`src/rtl/srq_flag_bank.sv`:
```
// srq_flag_bank
//   A bank of CH set/reset flags with a lowest-index priority arbiter. The
//   arbiter raises one interrupt request toward the processor. It holds that
//   request until the processor acknowledges it.
//
//   Each flag follows the priority order below:
//     set&clr -> SET_PRIORITY, set -> 1, clr -> 0, ack-clear -> 0, else hold.
//
//   Ports:
//     clk     system clock, all state updates on posedge
//     reset   synchronous, active-high reset
//     set     [CH]    per-channel set request
//     clr     [CH]    per-channel clear request
//     mask    [CH]    1 = channel may raise irq (flags capture regardless)
//     ack     processor acknowledge of the current irq
//     q       [CH]    flag state (registered)
//     irq     request to processor (registered, high exactly while in REQ)
//     irq_id  [IDX_W] index of the channel being requested (registered)
//
//   Optional feature macro: SRQ_EDGE_DETECT_EN
//     When defined, set is rising-edge sensitive. A held-high set raises its
//     flag only once. When undefined, set is level-sensitive.
module srq_flag_bank #(
    parameter int CH           = 8,
    parameter int IDX_W        = 3,
    parameter int SET_PRIORITY = 1
) (
    input  logic             clk,
    input  logic             reset,
    input  logic [CH-1:0]    set,
    input  logic [CH-1:0]    clr,
    input  logic [CH-1:0]    mask,
    input  logic             ack,
    output logic [CH-1:0]    q,
    output logic             irq,
    output logic [IDX_W-1:0] irq_id
);

    typedef enum logic {
        IDLE = 1'b0,
        REQ  = 1'b1
    } state_t;

    state_t            state;
    state_t            state_nxt;
    logic [CH-1:0]     set_eff;
    logic [CH-1:0]     ack_clr;
    logic [CH-1:0]     q_nxt;
    logic [CH-1:0]     pend;
    logic              pend_any;
    logic [IDX_W-1:0]  pend_idx;

`ifdef SRQ_EDGE_DETECT_EN
    logic [CH-1:0] set_d;

    always_ff @(posedge clk) begin
        if (reset) set_d <= '0;
        else       set_d <= set;
    end

    assign set_eff = set & ~set_d;
`else
    assign set_eff = set;
`endif

    // An ack applies only in REQ, and only to the latched channel. In IDLE
    // the ack is dropped. That gives exactly one clear per REQ entry.
    always_comb begin
        ack_clr = '0;
        for (int i = 0; i < CH; i++) begin
            ack_clr[i] = (state == REQ) && ack && (irq_id == IDX_W'(i));
        end
    end

    always_comb begin
        q_nxt = q;
        for (int i = 0; i < CH; i++) begin
            if (set_eff[i] && clr[i]) q_nxt[i] = (SET_PRIORITY != 0);
            else if (set_eff[i])      q_nxt[i] = 1'b1;
            else if (clr[i])          q_nxt[i] = 1'b0;
            else if (ack_clr[i])      q_nxt[i] = 1'b0;
        end
    end

    // Lowest-index priority encode. The loop scans downward, so the lowest
    // pending channel is written last and wins.
    assign pend     = q & mask;
    assign pend_any = |pend;

    always_comb begin
        pend_idx = '0;
        for (int i = CH - 1; i >= 0; i--) begin
            if (pend[i]) pend_idx = IDX_W'(i);
        end
    end

    // State register plus the flags and latched index
    always_ff @(posedge clk) begin
        if (reset) begin
            state  <= IDLE;
            q      <= '0;
            irq_id <= '0;
        end else begin
            state <= state_nxt;
            q     <= q_nxt;
            if (state == IDLE && pend_any) irq_id <= pend_idx;
        end
    end

    // Next-state logic. Once in REQ, only ack leaves; clr and mask are ignored.
    always_comb begin
        state_nxt = state;
        case (state)
            IDLE:    if (pend_any) state_nxt = REQ;
            REQ:     if (ack)      state_nxt = IDLE;
            default: state_nxt = IDLE;
        endcase
    end

    // Output logic. irq is decoded from the state flop, so it is registered.
    always_comb begin
        irq = (state == REQ);
    end

endmodule

```
`config.mk`:
```
export PLATFORM = sky130hd
export DESIGN_NAME = srq_flag_bank
export DESIGN_NICKNAME = d
export VERILOG_FILES = /design/src/rtl/srq_flag_bank.sv
export SDC_FILE = /design/constraint.sdc
export NUM_CORES = 1
export LEC_CHECK = 0
export BUFFER_PORTS_ARGS = -buffer_cell sky130_fd_sc_hd__clkbuf_2
export CORE_MARGIN = 8
export CORE_UTILIZATION = 30
export DETAILED_ROUTE_END_ITERATION = 10
export GPL_ROUTABILITY_DRIVEN = 0
export SLEW_MARGIN = 20
export SYNTH_ARGS = -nofsm -noshare
export SYNTH_HDL_FRONTEND = slang
export SYNTH_SLANG_ARGS = --single-unit
```
`constraint.sdc`:
```
create_clock -name clk -period 1.3 [get_ports clk]
set_input_delay 0.065 -clock clk [delete_from_list [all_inputs] [get_ports clk]]
set_output_delay 0.065 -clock clk [all_outputs]
set_load 0.05 [all_outputs]
```
==> metrics.md <==
| Metric | Value |
|---|---|
| Status | completed |
| Pwr Density | 1110 nW/µm² |
| Num CTS Buffers | 3 |
| Post-route clock skew | 0.00888 ns |
| Crit-path slowest cell | dfxtp_1 |
| Slew margin rel. | 0.811 |
| Setup TNS | 0 ns |
| Initial Util | 0.316 |
| GRT Util Overall | 0.110 |
| Hold_buf cts | 8 |
| Max-Cap Viols | 0 |
| Clock buffer depth | 2 |
| H-Tree Depth | 1 |
| Fin crit share | 0.897 |
| DRT iter0 DRCs | 10 |
| Num ports | 39 |
| Layout Cells excl Fill | 154 |
| Rows | 16 |
| Data arrival time of the critical path | 1.39 ns |
| Synth unique cells | 21 |
| Post-synthesis cell area | 619 µm² |
| Clock Tree Root | clkbuf_4 |
| Pleak | 0.000474 µW |
| DRC | 0 |
| Crit end category | flop |
| Cells after Synth | 79 |
| Clk slew on worst S/H paths | 0.09 ns |
| Share of cells above drive strength 1 | 0.433 |
| Worst-path cell chain | a22oi_2, nand4_2, a211o_1, o21ai_1 |
| Clock latency at the later pin of the worst-skew pair | 0.28 ns |
| Crit-path leading delay family | compound AO/OA/AOI/OAI gates |
| Filler Cells Inserted | 217 |
| Slack of the worst reg-to-reg path | 0.13 ns |
| Post-cts repair resize count | 0 |
| Die H | 61.4 µm |
| Worst hold slack | 0.0204 ns |
| Min-delay worst type | in -> reg |
| Final hold violations | 0 |
| Startpoint Class | flop |
| WHS Path Cells | 3 |
| Avg Inst Size Synth | 7.84 µm² |
| Final instance area | 963 µm² |
| Final ANT Viol Nets | 0 |
| Clock tree from TritonCTS | yes |
| Area after DPL | 847 µm² |
| Number of diodes | 0 |
| IO buf count | 38 |
| Critical-path maximum fanout | 4 |
| Worst Slack Setup Final | 0.133 ns |
| Fin nets | 155 |
| Seq/Total Area, Yosys | 0.388 |
| Worst hold start | set[4] |
| Area growth syn-to-layout | 55.6% |
| Synth warn | 0 |
| Pre-CTS WS | 0.149 ns |
| Core area | 1960 µm² |
| R2R Path Start | q[4]$_SDFFE_PP0P_ |
| Wire per inst | 13.0 µm |
| Setup repair after global routing missed its margin | no |
| Initial antenna violation count | 0 |
| Drt pass-1 iters | 4 |
| Final Critical Period | 1.17 ns |
| Total wire length | 2010 µm |
| Vias in the first global route | 725 |
| Total gr overflow | 0 |
| WS Path Type | reg -> reg |
| Worst r2r path cells | 4 |
| Area contributors post-synth | dfxtp_1 39%, a31oi_1 9.1%, nor2_1 7.3% |
| Reg-to-Reg End | irq_id[0]$_SDFFE_PP0P_ |
| Top cells by count, synth | 12 x dfxtp_1, 12 x nor2_1, 10 x inv_1, 10 x nand2_1, 9 x a31oi_1 |
| Ys async rst share | 0 |
| Setup Buffers After CTS | 0 |
| EDFF count, synth | 0 |
| Max VDD drop | 0.557 mV |
| Fmax | 0.857 GHz |
| Yosys reg bits | 12 |
| Placed Cells | 142 |
| Final setup viols | 0 |
| Die area | 3770 µm² |
| Max-slew violations | 0 |
| WP buf/inv | 0 |
| Post-Syn Nets | 106 |
| Yosys top cell by area | dfxtp_1 |
| Critical path required time | 1.52 ns |
| DP Wirelength | 1580 µm |
| Slowest Stage Delay on Critical Path | 0.35 ns |
| First-pass GRT wire length | 3120 µm |
| Sink Count | 12 |
| Vias post-DR | 724 |
| Most used DFF post-synth | dfxtp_1 |
| Largest net degree at the start of global routing | 14 |
| Mean number of vias per cell | 4.70 |
| Top cell type's share of synthesized area | 0.388 |
| Die width | 61.4 µm |
| Worst-margin pin slew | 0.284 ns |
| Hold path endpoint | q[4]$_SDFFE_PP0P_ |
## worst max path at each step
stage | slack (ns) | from | to | cells past startpoint
floorplan | 0.001 | q[3]$_SDFFE_PP0P_ | irq_id[0]$_SDFFE_PP0P_ | 4
global placement | 0.19 | q[7]$_SDFFE_PP0P_ | irq_id[0]$_SDFFE_PP0P_ | 4
detailed placement | 0.15 | q[7]$_SDFFE_PP0P_ | irq_id[0]$_SDFFE_PP0P_ | 4
CTS | 0.13 | q[4]$_SDFFE_PP0P_ | irq_id[0]$_SDFFE_PP0P_ | 4
global route | 0.03 | q[3]$_SDFFE_PP0P_ | irq_id[0]$_SDFFE_PP0P_ | 4
finish | 0.13 | q[4]$_SDFFE_PP0P_ | irq_id[0]$_SDFFE_PP0P_ | 4
## worst reg2reg max path, cell delays in order, from the launching register on
cell,delay [ns]
dfxtp_1,0.35
a22oi_2,0.22
nand4_2,0.16
a211o_1,0.31
o21ai_1,0.07
## where the power goes
group | internal (µW) | total, µW | switching, µW
clock network | 170 | 306 | 136
logic | 116 | 314 | 198
registers | 402 | 445 | 42.9
total | 688 | 1060 | 377
## cell families (layout without fill, tap and decap cells)
family / count (synthesis) / after routing / synth area share
and+or+nand+nor: 32 / 32 / 0.240
AOI/OAI and AO/OA: 23 / 23 / 0.297
buffers and inverters: 12 / 60 / 0.0747
DFF: 12 / 12 / 0.388
## flip-flops by register name, indices dropped and copies added (netlist names)
| register | flops |
|---|---|
| irq | 1 |
| irq_id | 3 |
| q | 8 |
## final cells by class
class                      instances  area [µm²]  area share
inverter                          10        37.5      0.0390
multi-input combinational         55         333       0.345
timing repair buffer              46         270       0.281
tap                               27        33.8      0.0351
clock buffer                       4        36.3      0.0377
sequential                        12         253       0.262
## metal layers
layer / routed length (µm) / up-vias / track usage
li1: - / 378 / -
met1: 824 / 321 / 0.119
met2: 1020 / 23 / 0.201
met3: 150 / 2 / 0.0209
met4: 14 / 0 / 0.0487
met5: 0 / - / 0
## layout by cell type (no fill, tap or decap), drive strengths merged
| cell | synthesis | routed |
|---|---|---|
| a211o | 1 | 1 |
| a211oi | 2 | 2 |
| a21oi | 4 | 4 |
| a22oi | 4 | 4 |
| a31oi | 9 | 9 |
| a32o | 2 | 2 |
| and3 | 1 | 1 |
| and3b | 1 | 1 |
| clkbuf | 1 | 42 |
| dfxtp | 12 | 12 |
| dlygate4sd3 | 0 | 8 |
| inv | 10 | 10 |
| nand2 | 10 | 10 |
| nand2b | 1 | 1 |
| nand3 | 2 | 2 |
| nand4 | 1 | 1 |
| nor2 | 12 | 12 |
| nor2b | 2 | 2 |
| nor3 | 2 | 2 |
| o21ai | 1 | 1 |
## metrics by stage
step                power, µW   util
floorplan                 650      -
global placement          747  0.432
detailed placement        749  0.432
CTS                      1080  0.491
global route             1140  0.491
finish                   1060  0.491
Power figures use the tool's default switching activity.
